==> config.mk <==
export PLATFORM = sky130hd
export DESIGN_NAME = instr_prefetch_unit
export DESIGN_NICKNAME = d
export VERILOG_FILES = /design/src/rtl/prefetch_pkg.sv /design/src/rtl/byte_ring_fifo.sv /design/src/rtl/instr_prefetch_unit.sv
export SDC_FILE = /design/constraint.sdc
export NUM_CORES = 1
export LEC_CHECK = 0
export CORE_MARGIN = 5
export CORE_UTILIZATION = 24
export CTS_BUF_LIST = sky130_fd_sc_hd__clkbuf_16
export DETAILED_ROUTE_END_ITERATION = 7
export HOLD_SLACK_MARGIN = 0.1
export SYNTH_ARGS = -nofsm -noshare
export SYNTH_HDL_FRONTEND = slang
export SYNTH_HIERARCHICAL = 1
export SYNTH_SLANG_ARGS = --single-unit
==> constraint.sdc <==
create_clock -name clk -period 3.4 [get_ports clk]
set_clock_uncertainty 0.2 [all_clocks]
set_input_delay 0.68 -clock clk [delete_from_list [all_inputs] [get_ports clk]]
set_output_delay 0.68 -clock clk [all_outputs]
set_load 0.02 [all_outputs]
==> src/rtl/prefetch_pkg.sv <==
// Shared constants, bus FSM encoding and physical-address helper for the instruction prefetch unit.
package prefetch_pkg;

    localparam logic [3:0] BUS_IDLE  = 4'hF;
    localparam logic [3:0] BUS_FETCH = 4'h9;

    typedef enum logic {
        IDLE  = 1'b0,
        FETCH = 1'b1
    } bus_fsm_t;

    // Segment base times 16 plus offset, wrapping at 1 MiB.
    function automatic logic [19:0] phys_addr(input logic [15:0] ps, input logic [15:0] off);
        return {ps, 4'h0} + {4'h0, off};
    endfunction

endpackage

==> src/rtl/byte_ring_fifo.sv <==
// Byte ring buffer: 0/1/2-byte push, 0..PEEK_BYTES pop per cycle, clear, and a window onto the oldest bytes.
module byte_ring_fifo
    import prefetch_pkg::*;
#(
    parameter int unsigned DEPTH      = 8,
    parameter int unsigned PEEK_BYTES = 4,
    parameter int unsigned LW         = $clog2(DEPTH + 1),
    parameter int unsigned PW         = $clog2(PEEK_BYTES + 1)
) (
    input  logic                    clk,
    input  logic                    reset,
    input  logic                    clear,
    input  logic [1:0]              push_count,
    input  logic [15:0]             push_data,
    input  logic [PW-1:0]           pop_count,
    output logic [8*PEEK_BYTES-1:0] peek_data,
    output logic [LW-1:0]           level,
    output logic                    empty,
    output logic                    full
);

    localparam int unsigned AW = $clog2(DEPTH);

    logic [7:0]    mem [DEPTH];
    logic [AW-1:0] wr_ptr;
    logic [AW-1:0] rd_ptr;
    logic [LW-1:0] pop_eff;

    // Over-pop is a caller bug; clamp so the ring never underflows.
    always_comb begin
        pop_eff = (LW'(pop_count) > level) ? level : LW'(pop_count);
    end

    always_ff @(posedge clk) begin
        if (reset || clear) begin
            wr_ptr <= '0;
            rd_ptr <= '0;
            level  <= '0;
        end else begin
            if (push_count != 2'd0) mem[wr_ptr] <= push_data[7:0];
            if (push_count == 2'd2) mem[wr_ptr + AW'(1)] <= push_data[15:8];
            wr_ptr <= wr_ptr + AW'(push_count);
            rd_ptr <= rd_ptr + AW'(pop_eff);
            level  <= level + LW'(push_count) - pop_eff;
        end
    end

    // Bytes beyond the current level read as zero so stale ring contents never leak out.
    always_comb begin
        peek_data = '0;
        for (int i = 0; i < int'(PEEK_BYTES); i++) begin
            if (LW'(i) < level) peek_data[8*i +: 8] = mem[rd_ptr + AW'(i)];
        end
    end

    assign empty = (level == '0);
    assign full  = (level == LW'(DEPTH));

    pop_within_level: assert property (@(posedge clk) disable iff (reset || clear)
                                       LW'(pop_count) <= level);

endmodule

==> src/rtl/instr_prefetch_unit.sv <==
// Instruction prefetch unit: owns PS/PFP, runs the bus read handshake and feeds the byte ring.
module instr_prefetch_unit
    import prefetch_pkg::*;
#(
    parameter int unsigned DEPTH      = 8,
    parameter int unsigned PEEK_BYTES = 4,
    parameter int unsigned LW         = $clog2(DEPTH + 1),
    parameter int unsigned PW         = $clog2(PEEK_BYTES + 1)
) (
    input  logic                    clk,
    input  logic                    reset,
    input  logic                    flush,
    input  logic [15:0]             flush_ps,
    input  logic [15:0]             flush_pc,
    input  logic [PW-1:0]           pop_count,
    output logic [8*PEEK_BYTES-1:0] peek_data,
    output logic [LW-1:0]           level,
    output logic                    empty,
    output logic                    full,
    output logic                    bus_req,
    output logic [19:0]             bus_addr,
    output logic [3:0]              bus_status,
    input  logic                    bus_ready_n,
    input  logic [15:0]             bus_data,
    output logic [15:0]             pfp
);

    bus_fsm_t      state_q;
    bus_fsm_t      state_d;
    logic [15:0]   ps_q;
    logic [15:0]   pfp_q;
    logic [1:0]    need;
    logic [LW-1:0] free_bytes;
    logic          space_ok;
    logic          complete;
    logic [1:0]    push_count;
    logic [15:0]   push_data;

    // An odd offset fetches only the high byte, realigning the next fetch to a word boundary.
    always_comb begin
        need       = pfp_q[0] ? 2'd1 : 2'd2;
        free_bytes = LW'(DEPTH) - level;
        space_ok   = (free_bytes >= LW'(need));
        complete   = (state_q == FETCH) && !bus_ready_n && !flush;
        push_count = complete ? need : 2'd0;
        push_data  = pfp_q[0] ? {8'h00, bus_data[15:8]} : bus_data;
    end

    always_ff @(posedge clk) begin
        if (reset) begin
            state_q <= IDLE;
        end else begin
            state_q <= state_d;
        end
    end

    always_comb begin
        state_d = state_q;
        case (state_q)
            IDLE:    if (!flush && space_ok) state_d = FETCH;
            FETCH:   if (flush || !bus_ready_n) state_d = IDLE;
            default: state_d = IDLE;
        endcase
    end

    always_comb begin
        bus_req    = (state_q == FETCH);
        bus_status = bus_req ? BUS_FETCH : BUS_IDLE;
        bus_addr   = phys_addr(ps_q, pfp_q);
        pfp        = pfp_q;
    end

    // Fetch pointer: redirect on flush, advance by bytes accepted; PS only changes on flush.
    always_ff @(posedge clk) begin
        if (reset) begin
            ps_q  <= 16'hFFFF;
            pfp_q <= 16'h0000;
        end else if (flush) begin
            ps_q  <= flush_ps;
            pfp_q <= flush_pc;
        end else if (complete) begin
            pfp_q <= pfp_q + 16'(need);
        end
    end

    byte_ring_fifo #(
        .DEPTH      (DEPTH),
        .PEEK_BYTES (PEEK_BYTES),
        .LW         (LW),
        .PW         (PW)
    ) u_ring (
        .clk        (clk),
        .reset      (reset),
        .clear      (flush),
        .push_count (push_count),
        .push_data  (push_data),
        .pop_count  (pop_count),
        .peek_data  (peek_data),
        .level      (level),
        .empty      (empty),
        .full       (full)
    );

endmodule

==> results.yml, run 1 <==
status:
  status: "completed"
sta:
  max_freq_ghz: 0.302
  setup_tns_ps: 0
  holdWs_ps: 378
  maxSlewViolCount: 0
  finalCritPeriodShare: 0.974
  hold_viol_final: 0
  worst_slew_pin_slew_ps: 855
  slew_headroom: 0.427
  fin_crit_ps: 3310
  setup_violations: 0
global_route:
  grt_pass1_wl_mm: 33.8
  grt_usage: 0.118
  grt_pass1_vias: 6060
  overflow: 0
  grt_start_max_net_pins: 60
  antenna_found_initial: 5
clocking:
  clk_latency_ps: 360
  cts_tree: "yes"
  cts_buffer_depth: 2
  clock-sinks: 107
  postCtsSetupBuffers: 0
  cts_root_buffer: "clkbuf_16"
  cts.htree.levels: 3
  cts.clk_slew.worst_paths_ps: 80
  cts_buffers: 9
placement:
  dpl.hpwl_mm: 16.6
  portBuffers: 131
  globalplace.congestion: 0.798
final_layout:
  area_growth_pct: 31.1
  final_common_cell: "clkdlybuf4s50_1"
  drive_above_1_share: 0.248
  n_antenna_cell: 0
  finalNetCount: 945
  layout_common_cells: "clkdlybuf4s50_1 (104), nor2_1 (73), mux2_2 (73)"
synth:
  ys_types: 59
  synth_top_area_cell: "edfxtp_1"
  synth_top_cell_area_share: 0.250
  syn-mean-instance-area_sq_um: 11.0
  synth_area_sq_um: 7690
  yosys-top-cells-area: "edfxtp_1 (25%), dfxtp_1 (11%), mux2_2 (11%)"
  ys.flop_type: "edfxtp_1"
  synth_top_family_by_area: "multiplexers"
  synth_warnings: 6
  synth_seq_cells: 107
  synth_cells: 702
  yosys.area_share.simple: 0.121
  synth_xor_area_frac: 0.0430
  synthArstFlopShare: 0
  synth.yosys.seq_area_share: 0.362
  muxShareOfSynthArea: 0.267
  synth_edf_count: 64
  synth-compound-area-share: 0.104
  synth_fa_ha_area_frac: 0.0618
floorplan:
  num_io_pins: 134
  start_util: 0.244
  die_w_um: 189
  rows: 65
  coreArea_sq_um: 31600
  design.die.area_sq_um: 35700
  die_h_um: 189
pwr:
  ir_worst_vdd_mv: 0.295
  power.leakage_nw: 3.68
  internal-power_mw: 3.27
  p_comb_frac: 0.505
  swShare: 0.375
  seqPwrFrac: 0.283
  p_per_area_nw_per_um2: 520
  power.switching_mw: 1.97
  power_frac_clock: 0.212
worst_hold_path:
  hold_start: "ps_q[9]$_SDFFE_PP1P_"
  hold_class: "register to register"
worst_setup_path:
  worst_path_largest_cell_delay_ps: 480
  cp-startpoint: "pop_count[0]"
  r2r-start: "u_ring/level[2]$_SDFF_PP0_"
  setup.worst_path.class: "input port to register"
  cp_max_fo: 3
  critical_path.top_delay_family: "adder cells"
  reg2reg_slack_ps: 510
  end_kind: "register"
  cpMaxStageDelayCell: "clkdlybuf4s50_1"
  crit_buf_inv: 5
  crit_chain: "clkdlybuf4s50_1 > inv_1 > ha_1 > a32oi_2 > nand2_2 > buf_4 > mux2_2 > ha_1 > inv_1 > ha_1 > inv_1 > fa_1 > xor2_1 > nor2_1"
  arrival_ps: 3360
  start_kind: "input port"
  cp_data_required_time_ps: 3450
route:
  dr_total_vias: 6028
  drt_iter0_markers: 349
  drcViolationCount: 0
  dr.pass1.iters: 4
  wl_per_cell_um: 16.9
  ant_nets: 0
  wl_mm: 21.3
  routed_via_density: 4.78
run:
  maxCapViolCount: 0
## metal layers
layer / vias to the layer above / global-route usage / part of all wire
met1: 2888 / 0.157 / 0.46
met5: - / 0 / 0.0029
li1: 2938 / - / -
met3: 30 / 0.0345 / 0.062
met4: 10 / 0.0294 / 0.016
met2: 162 / 0.188 / 0.46
## registers in the layout, summed over array words and instances, names as in the netlist
register	flops
ps_q	16
pfp	16
bus_req	1
u_ring/level	4
u_ring/wr_ptr	3
u_ring/mem	64
u_ring/rd_ptr	3
## metrics by stage
| step | power, mW | instances | utilization | setup slack (ps) | cell area, sq um |
|---|---|---|---|---|---|
| after floorplan | 3.16 | 703 | - | -71.3 | 7700 |
| after global placement | 4.15 | 1245 | 0.308 | -267 | 9710 |
| after detailed placement | 4.17 | 1245 | 0.308 | -323 | 9710 |
| after CTS | 5.28 | 1262 | 0.319 | -116 | 10100 |
| after global routing | 5.57 | 1262 | 0.319 | -57.7 | 10100 |
| final | 5.24 | 1262 | 0.319 | 89.3 | 10100 |
## cells in the mapped netlist (3+ instances only)
cell type	instances
ha_1	30
nor3_1	9
a211oi_1	12
nand3_2	5
nand4_1	4
edfxtp_1	64
nand3_1	6
buf_1	4
xor2_1	18
nand2_1	30
a21o_1	3
o22ai_1	33
and3_1	4
nand2b_1	4
inv_1	21
xnor2_1	16
a211o_1	16
and2_1	6
fa_1	5
o21ai_0	12
a21oi_1	17
mux2_2	73
nor2b_1	25
mux2i_1	51
mux4_2	32
o21a_1	10
nor2_1	73
buf_2	9
clkbuf_1	16
dfxtp_1	43
buf_4	13
## power groups by stage
stage                     clock [mW]  sequential [mW]  combinational (mW)
after CTS                       1.15             1.48                2.65
final                           1.11             1.48                2.64
after floorplan                    0             1.55                1.61
after global routing            1.19             1.49                2.88
after detailed placement           0             1.51                2.66
after global placement             0             1.51                2.64
## worst min-delay path: stages (launching register included)
cell	delay, ps
dfxtp_1	330
nor2b_1	130
a211o_1	90
## kinds of logic (layout without fill, tap and decap cells)
group | count (synthesis) | count (layout)
and+or+nand+nor | 183 | 183
muxes | 156 | 156
AOI/OAI and AO/OA | 119 | 119
DFF | 107 | 107
buffers and inverters | 65 | 222
xor gates and xnor gates | 36 | 36
adders and majority gates | 35 | 35
other | 1 | 2
## layout make-up
| class | count | area (sq um) |
|---|---|---|
| multi-input cells | 531 | 4670 |
| well taps | 402 | 503 |
| repair buffers | 184 | 1720 |
| fillers | 3195 | 21500 |
| flip-flops and latches | 107 | 2790 |
| clock inverters | 6 | 67.6 |
| clock buffers | 10 | 250 |
| inverters | 22 | 82.6 |
## path summary, 6_finish.rpt
| kind | endpoint | depth (start not counted) |
|---|---|---|
| min reg2reg | ps_q[9]$_SDFFE_PP1P_ | 2 |
| min | ps_q[9]$_SDFFE_PP1P_ | 2 |
| max reg2reg | u_ring/level[2]$_SDFF_PP0_ | 13 |
| max | u_ring/level[2]$_SDFF_PP0_ | 14 |
## what timing repair did
| action | 4_1_cts | 5_1_grt |
|---|---|---|
| hold buffers | 0 | 0 |
| cloned | 1 | 0 |
| setup endpoints to repair | 27 | 35 |
| gates resized for setup | 38 | 27 |
| pin swaps | 1 | 5 |
Note: power is estimated with default switching activity, not from simulation.
==> run 2: changes to the inputs <==
--- a/config.mk
+++ b/config.mk
@@ -9,7 +9,8 @@
 export CORE_UTILIZATION = 24
 export CTS_BUF_LIST = sky130_fd_sc_hd__clkbuf_16
 export DETAILED_ROUTE_END_ITERATION = 7
-export HOLD_SLACK_MARGIN = 0.1
+export GPL_TIMING_DRIVEN = 0
+export HOLD_SLACK_MARGIN = 0.05
 export SYNTH_ARGS = -nofsm -noshare
 export SYNTH_HDL_FRONTEND = slang
 export SYNTH_HIERARCHICAL = 1
==> run 2 against run 1 <==
Cell count is essentially flat. Critical path depth shrank 7. Via count grew 1.6%. Sequential share of layout area shrank 0.56 points. Die area is the same. Fmax grew 0.94%. Setup slack gained 31 ps. Count of clock-buffer cells in the layout shrank 1. Flip-flop and latch count is the same. Register-to-register slack lost 260 ps. Design area grew 2.2%. Critical path type is now register to primary output.
==> results.yml, run 2 (same netlist as run 1, synthesis figures left out) <==
sta:
  slew_headroom: 0.184
  setup_violations: 0
  finalCritPeriodShare: 0.965
  fin_crit_ps: 3280
  worst_slew_pin_slew_ps: 1210
  hold_viol_final: 0
  max_freq_ghz: 0.305
  setup_tns_ps: 0
  maxSlewViolCount: 0
worst_setup_path:
  cp-startpoint: "pfp[11]$_SDFFE_PP0P_"
  r2r-end: "u_ring/level[3]$_SDFF_PP0_"
  reg2reg_slack_ps: 250
  start_kind: "register"
  worst_path_largest_cell_delay_ps: 500
  cp_data_required_time_ps: 2520
  worstRegToRegCells: 12
  end_kind: "primary output"
  cp_num_cells: 7
  arrival_ps: 2400
  crit_path_end: "bus_addr[16]"
  setup.worst_path.class: "register to primary output"
  cpMaxStageDelayCell: "dfxtp_1"
  cp_max_fo: 5
  crit_buf_inv: 1
  r2r-start: "u_ring/level[2]$_SDFF_PP0_"
  critical_path.top_delay_family: "compound AO/OA/AOI/OAI gates"
  crit_chain: "ha_4 > a211oi_1 > nor2_1 > o31a_1 > nor3_2 > xnor2_1 > clkdlybuf4s15_2"
clocking:
  cts_hold_buf: 0
  cts.htree.levels: 3
  clock-sinks: 107
  clk_latency_ps: 350
  cts_buffer_depth: 2
  cts_tree: "yes"
  cts.clk_slew.worst_paths_ps: 80
  cts_buffers: 9
  cts_root_buffer: "clkbuf_16"
route:
  drcViolationCount: 0
  met3_length_mm: 1.37
  routed_via_density: 4.86
  m1WireLength_mm: 10.2
  dr_total_vias: 6125
  dr.pass1.iters: 5
  wl_mm: 22.9
  drt_iter0_markers: 428
  top_layer_used: "met5"
  ant_nets: 0
  wl_per_cell_um: 18.1
  met2WireLength_mm: 10.8
floorplan:
  die_w_um: 189
  design.die.area_sq_um: 35700
  coreArea_sq_um: 31600
  start_util: 0.244
  die_h_um: 189
  num_io_pins: 134
  rows: 65
final_layout:
  regMostFlops: "u_ring/mem"
  final_common_cell: "clkdlybuf4s50_1"
  n_antenna_cell: 0
  multiInputGateArea_sq_um: 4950
  seqCellArea_sq_um: 2790
  drive_above_1_share: 0.292
  layout_common_cells: "clkdlybuf4s50_1 (86), mux2_2 (73), nor2_1 (71)"
  finalNetCount: 944
  area_growth_pct: 34.0
  largest_reg_flops: 64
  fill_cells: 3160
pwr:
  p_per_area_nw_per_um2: 518
  power.leakage_nw: 3.80
  power_frac_clock: 0.210
  power.switching_mw: 2.05
  swShare: 0.384
  p_comb_frac: 0.505
  internal-power_mw: 3.29
  ir_worst_vdd_mv: 0.261
  power.total_mw: 5.33
  seqPwrFrac: 0.285
placement:
  dpl.hpwl_mm: 18.0
  portBuffers: 131
  globalplace.congestion: 0.867
run:
  maxCapViolCount: 0
global_route:
  grt_start_max_net_pins: 21
  grt_pass1_vias: 6326
  overflow: 0
  antenna_found_initial: 5
  grt_pass1_wl_mm: 36.0
  grt_usage: 0.125
worst_hold_path:
  min_path_cells: 2
  hold_class: "register to register"
status:
  status: "completed"
## run 2: cell count changes in the layout (fill, tap and decap cells not counted), sizes merged
| cell | delta |
|---|---|
| clkdlybuf4s50 | -18 |
| clkinv | -1 |
| bufinv | +1 |
| clkbuf | +10 |
| dlymetal6s2s | +8 |
| buf | +4 |
| bufbuf | -1 |
| clkinvlp | +1 |
| dlygate4sd2 | -5 |
## run 2: per-layer routing
layer  vias up  global-route usage
met3        35              0.0306
met5         -                   0
met1      2946               0.164
met2       197               0.206
met4        10              0.0336
li1       2937                   -
## run 2: worst min-delay path by stage
stage / from / end
after global placement: ps_q[0]$_SDFFE_PP1P_ / ps_q[0]$_SDFFE_PP1P_
final: ps_q[11]$_SDFFE_PP1P_ / ps_q[11]$_SDFFE_PP1P_
after floorplan: ps_q[0]$_SDFFE_PP1P_ / ps_q[0]$_SDFFE_PP1P_
after detailed placement: ps_q[11]$_SDFFE_PP1P_ / ps_q[11]$_SDFFE_PP1P_
after CTS: ps_q[11]$_SDFFE_PP1P_ / ps_q[11]$_SDFFE_PP1P_
after global routing: ps_q[5]$_SDFFE_PP1P_ / ps_q[5]$_SDFFE_PP1P_
## run 2: timing repair
item                       CTS  global route
gates resized for setup    183            48
setup endpoints to repair  179            93
buffers inserted            10             3
cloned                       1             0
pin swaps                    9            14
## run 2: cell type report
class	instances	area share
well taps	402	0.0488
repair buffers	145	0.133
flip-flops and latches	107	0.271
clock inverters	7	0.00862
multi-input cells	531	0.481
inverters	22	0.00802
plain buffers	38	0.0284
clock buffers	9	0.0219
## run 2: stage by stage
| step | hold WS (ps) | area (sq um) | util | std cells | setup WS (ps) |
|---|---|---|---|---|---|
| after floorplan | 335 | 7700 | - | 703 | -71.3 |
| after global placement | 346 | 9510 | 0.302 | 1236 | -1400 |
| after detailed placement | 354 | 9510 | 0.302 | 1236 | -1480 |
| after CTS | 379 | 10200 | 0.322 | 1262 | 1.23 |
| after global routing | 406 | 10300 | 0.326 | 1261 | -22.3 |
| final | 376 | 10300 | 0.326 | 1261 | 120 |
## run 2: power groups by stage
stage	Combinational, mW	Clock (mW)	Sequential (mW)
4_1_cts	2.67	1.16	1.52
3_5_place_dp	2.57	0	1.55
6_report	2.69	1.12	1.52
2_1_floorplan	1.61	0	1.55
3_3_place_gp	2.53	0	1.54
5_1_grt	2.94	1.20	1.53
## run 2: tightest hold or removal path, delay by kind of cell (launching register included)
kind               cells  cell delay (ps)
AOI/OAI and AO/OA      1               90
and+or+nand+nor        1              130
DFF                    1              330
==> run 3: changes to the inputs <==
--- a/config.mk
+++ b/config.mk
@@ -6,11 +6,12 @@
 export NUM_CORES = 1
 export LEC_CHECK = 0
 export CORE_MARGIN = 5
-export CORE_UTILIZATION = 24
+export CORE_UTILIZATION = 49
 export CTS_BUF_LIST = sky130_fd_sc_hd__clkbuf_16
 export DETAILED_ROUTE_END_ITERATION = 7
 export GPL_TIMING_DRIVEN = 0
 export HOLD_SLACK_MARGIN = 0.05
+export PLACE_DENSITY = 0.78
 export SYNTH_ARGS = -nofsm -noshare
 export SYNTH_HDL_FRONTEND = slang
 export SYNTH_HIERARCHICAL = 1
==> run 3 against run 2 <==
Count of clock-buffer cells in the layout is the same. Design area shrank 2.2%. Wire length shrank 5.5%. Critical path type unchanged.
==> results.yml, run 3 (same netlist as run 1, synthesis figures left out) <==
final_layout:
  drive_above_1_share: 0.291
  design_area_sq_um: 10100
  finalNetCount: 949
  layout_common_cells: "clkdlybuf4s50_1 (94), mux2_2 (73), nor2_1 (71)"
  n_antenna_cell: 0
  final_core_util: 0.658
  regMostFlops: "u_ring/mem"
  largest_reg_flops: 64
  area_growth_pct: 31.0
  final_common_cell: "clkdlybuf4s50_1"
  fin_cells: 1075
floorplan:
  die_h_um: 135
  die_w_um: 135
  design.die.area_sq_um: 18300
  coreArea_sq_um: 15300
  rows: 45
  num_io_pins: 134
  start_util: 0.502
route:
  routed_via_density: 5.94
  ant_nets: 0
  drcViolationCount: 0
  dr.pass1.iters: 6
  wl_mm: 21.6
  dr_total_vias: 6388
  wl_per_cell_um: 20.1
  drt_iter0_markers: 551
sta:
  maxSlewViolCount: 0
  setup_tns_ps: 0
  fin_crit_ps: 3340
  holdWs_ps: 378
  max_freq_ghz: 0.299
  finalCritPeriodShare: 0.983
  hold_viol_final: 0
  grt_setup_unrepaired: "yes"
  worst_slew_pin_slew_ps: 1030
  slew_headroom: 0.307
  setup_ws_ps: 56.1
  setup_violations: 0
worst_setup_path:
  cp-startpoint: "u_ring/rd_ptr[0]$_SDFF_PP0_"
  reg2reg_slack_ps: 210
  setup.worst_path.class: "register to primary output"
  cp_max_fo: 10
  arrival_ps: 2460
  r2r-start: "u_ring/level[1]$_SDFF_PP0_"
  cp_data_required_time_ps: 2520
  end_kind: "primary output"
  start_kind: "register"
clocking:
  clk_latency_ps: 360
  cts_buffers: 9
  cts_buffer_depth: 2
  cts.htree.levels: 3
  cts_root_buffer: "clkbuf_16"
  cts_hold_buf: 0
  cts.clk_slew.worst_paths_ps: 70
  cts_tree: "yes"
  clock-sinks: 107
placement:
  portBuffers: 131
  dpl.hpwl_mm: 15.7
  place_worst_setup_slack_ps: -1300
  placed_cells: 1045
  post_dp_cell_area_sq_um: 9280
  globalplace.congestion: 0.909
pwr:
  power.switching_mw: 2.00
  internal-power_mw: 3.31
  seqPwrFrac: 0.285
  p_per_area_nw_per_um2: 527
  p_comb_frac: 0.508
  swShare: 0.377
  power.leakage_nw: 3.81
  power_frac_clock: 0.207
  ir_worst_vdd_mv: 0.268
  power.total_mw: 5.31
global_route:
  overflow: 0
  grt_start_max_net_pins: 20
  grt_pass1_vias: 6242
  antenna_found_initial: 0
  grt_pass1_wl_mm: 33.1
  grt_usage: 0.228
worst_hold_path:
  hold_class: "register to register"
  hold_start: "ps_q[8]$_SDFFE_PP1P_"
run:
  maxCapViolCount: 0
status:
  status: "completed"
==> run 3: path summary, 6_finish.rpt <==
| check | to | depth (start not counted) |
|---|---|---|
| setup / recovery | peek_data[18] | 7 |
| hold / removal | ps_q[8]$_SDFFE_PP1P_ | 2 |
| setup reg to reg | u_ring/level[3]$_SDFF_PP0_ | 13 |
| hold reg to reg | ps_q[8]$_SDFFE_PP1P_ | 2 |
==> run 3: what timing repair did <==
action                                  4_1_cts  5_1_grt
gates resized for setup                     163       58
cloned                                        1        0
buffers inserted                             13        5
endpoints found under the setup margin      177      173
pin swaps                                     5        9
==> run 3: worst max-delay path, stage by stage, from the launching register on <==
cell and delay, ps:
dfxtp_4 360, buf_12 110, buf_4 220, buf_6 220, mux2i_1 330, o22ai_1 120
o21a_1 200, clkdlybuf4s50_1 540
==> run 3: cell type report <==
class	instances	area, sq um
plain buffers	38	283
clock buffers	9	225
clock inverters	7	82.6
fillers	1193	5240
inverters	22	85.1
multi-input cells	531	4890
flip-flops and latches	107	2790
well taps	211	264
repair buffers	150	1450
==> run 3: metal layers <==
metal	track usage	vias up	wire length (um)
met3	0.0524	44	2040
met2	0.375	354	10400
met1	0.296	3037	8750
met5	0	-	0
met4	0.0773	0	464
li1	-	2953	-
==> run 3: power groups by stage <==
| stage | Sequential (mW) | Clock, mW | Combinational (mW) |
|---|---|---|---|
| 6_report | 1.51 | 1.10 | 2.69 |
| 3_3_place_gp | 1.54 | 0 | 2.48 |
| 5_1_grt | 1.52 | 1.16 | 2.90 |
| 2_1_floorplan | 1.55 | 0 | 1.61 |
| 3_5_place_dp | 1.54 | 0 | 2.51 |
| 4_1_cts | 1.51 | 1.10 | 2.65 |
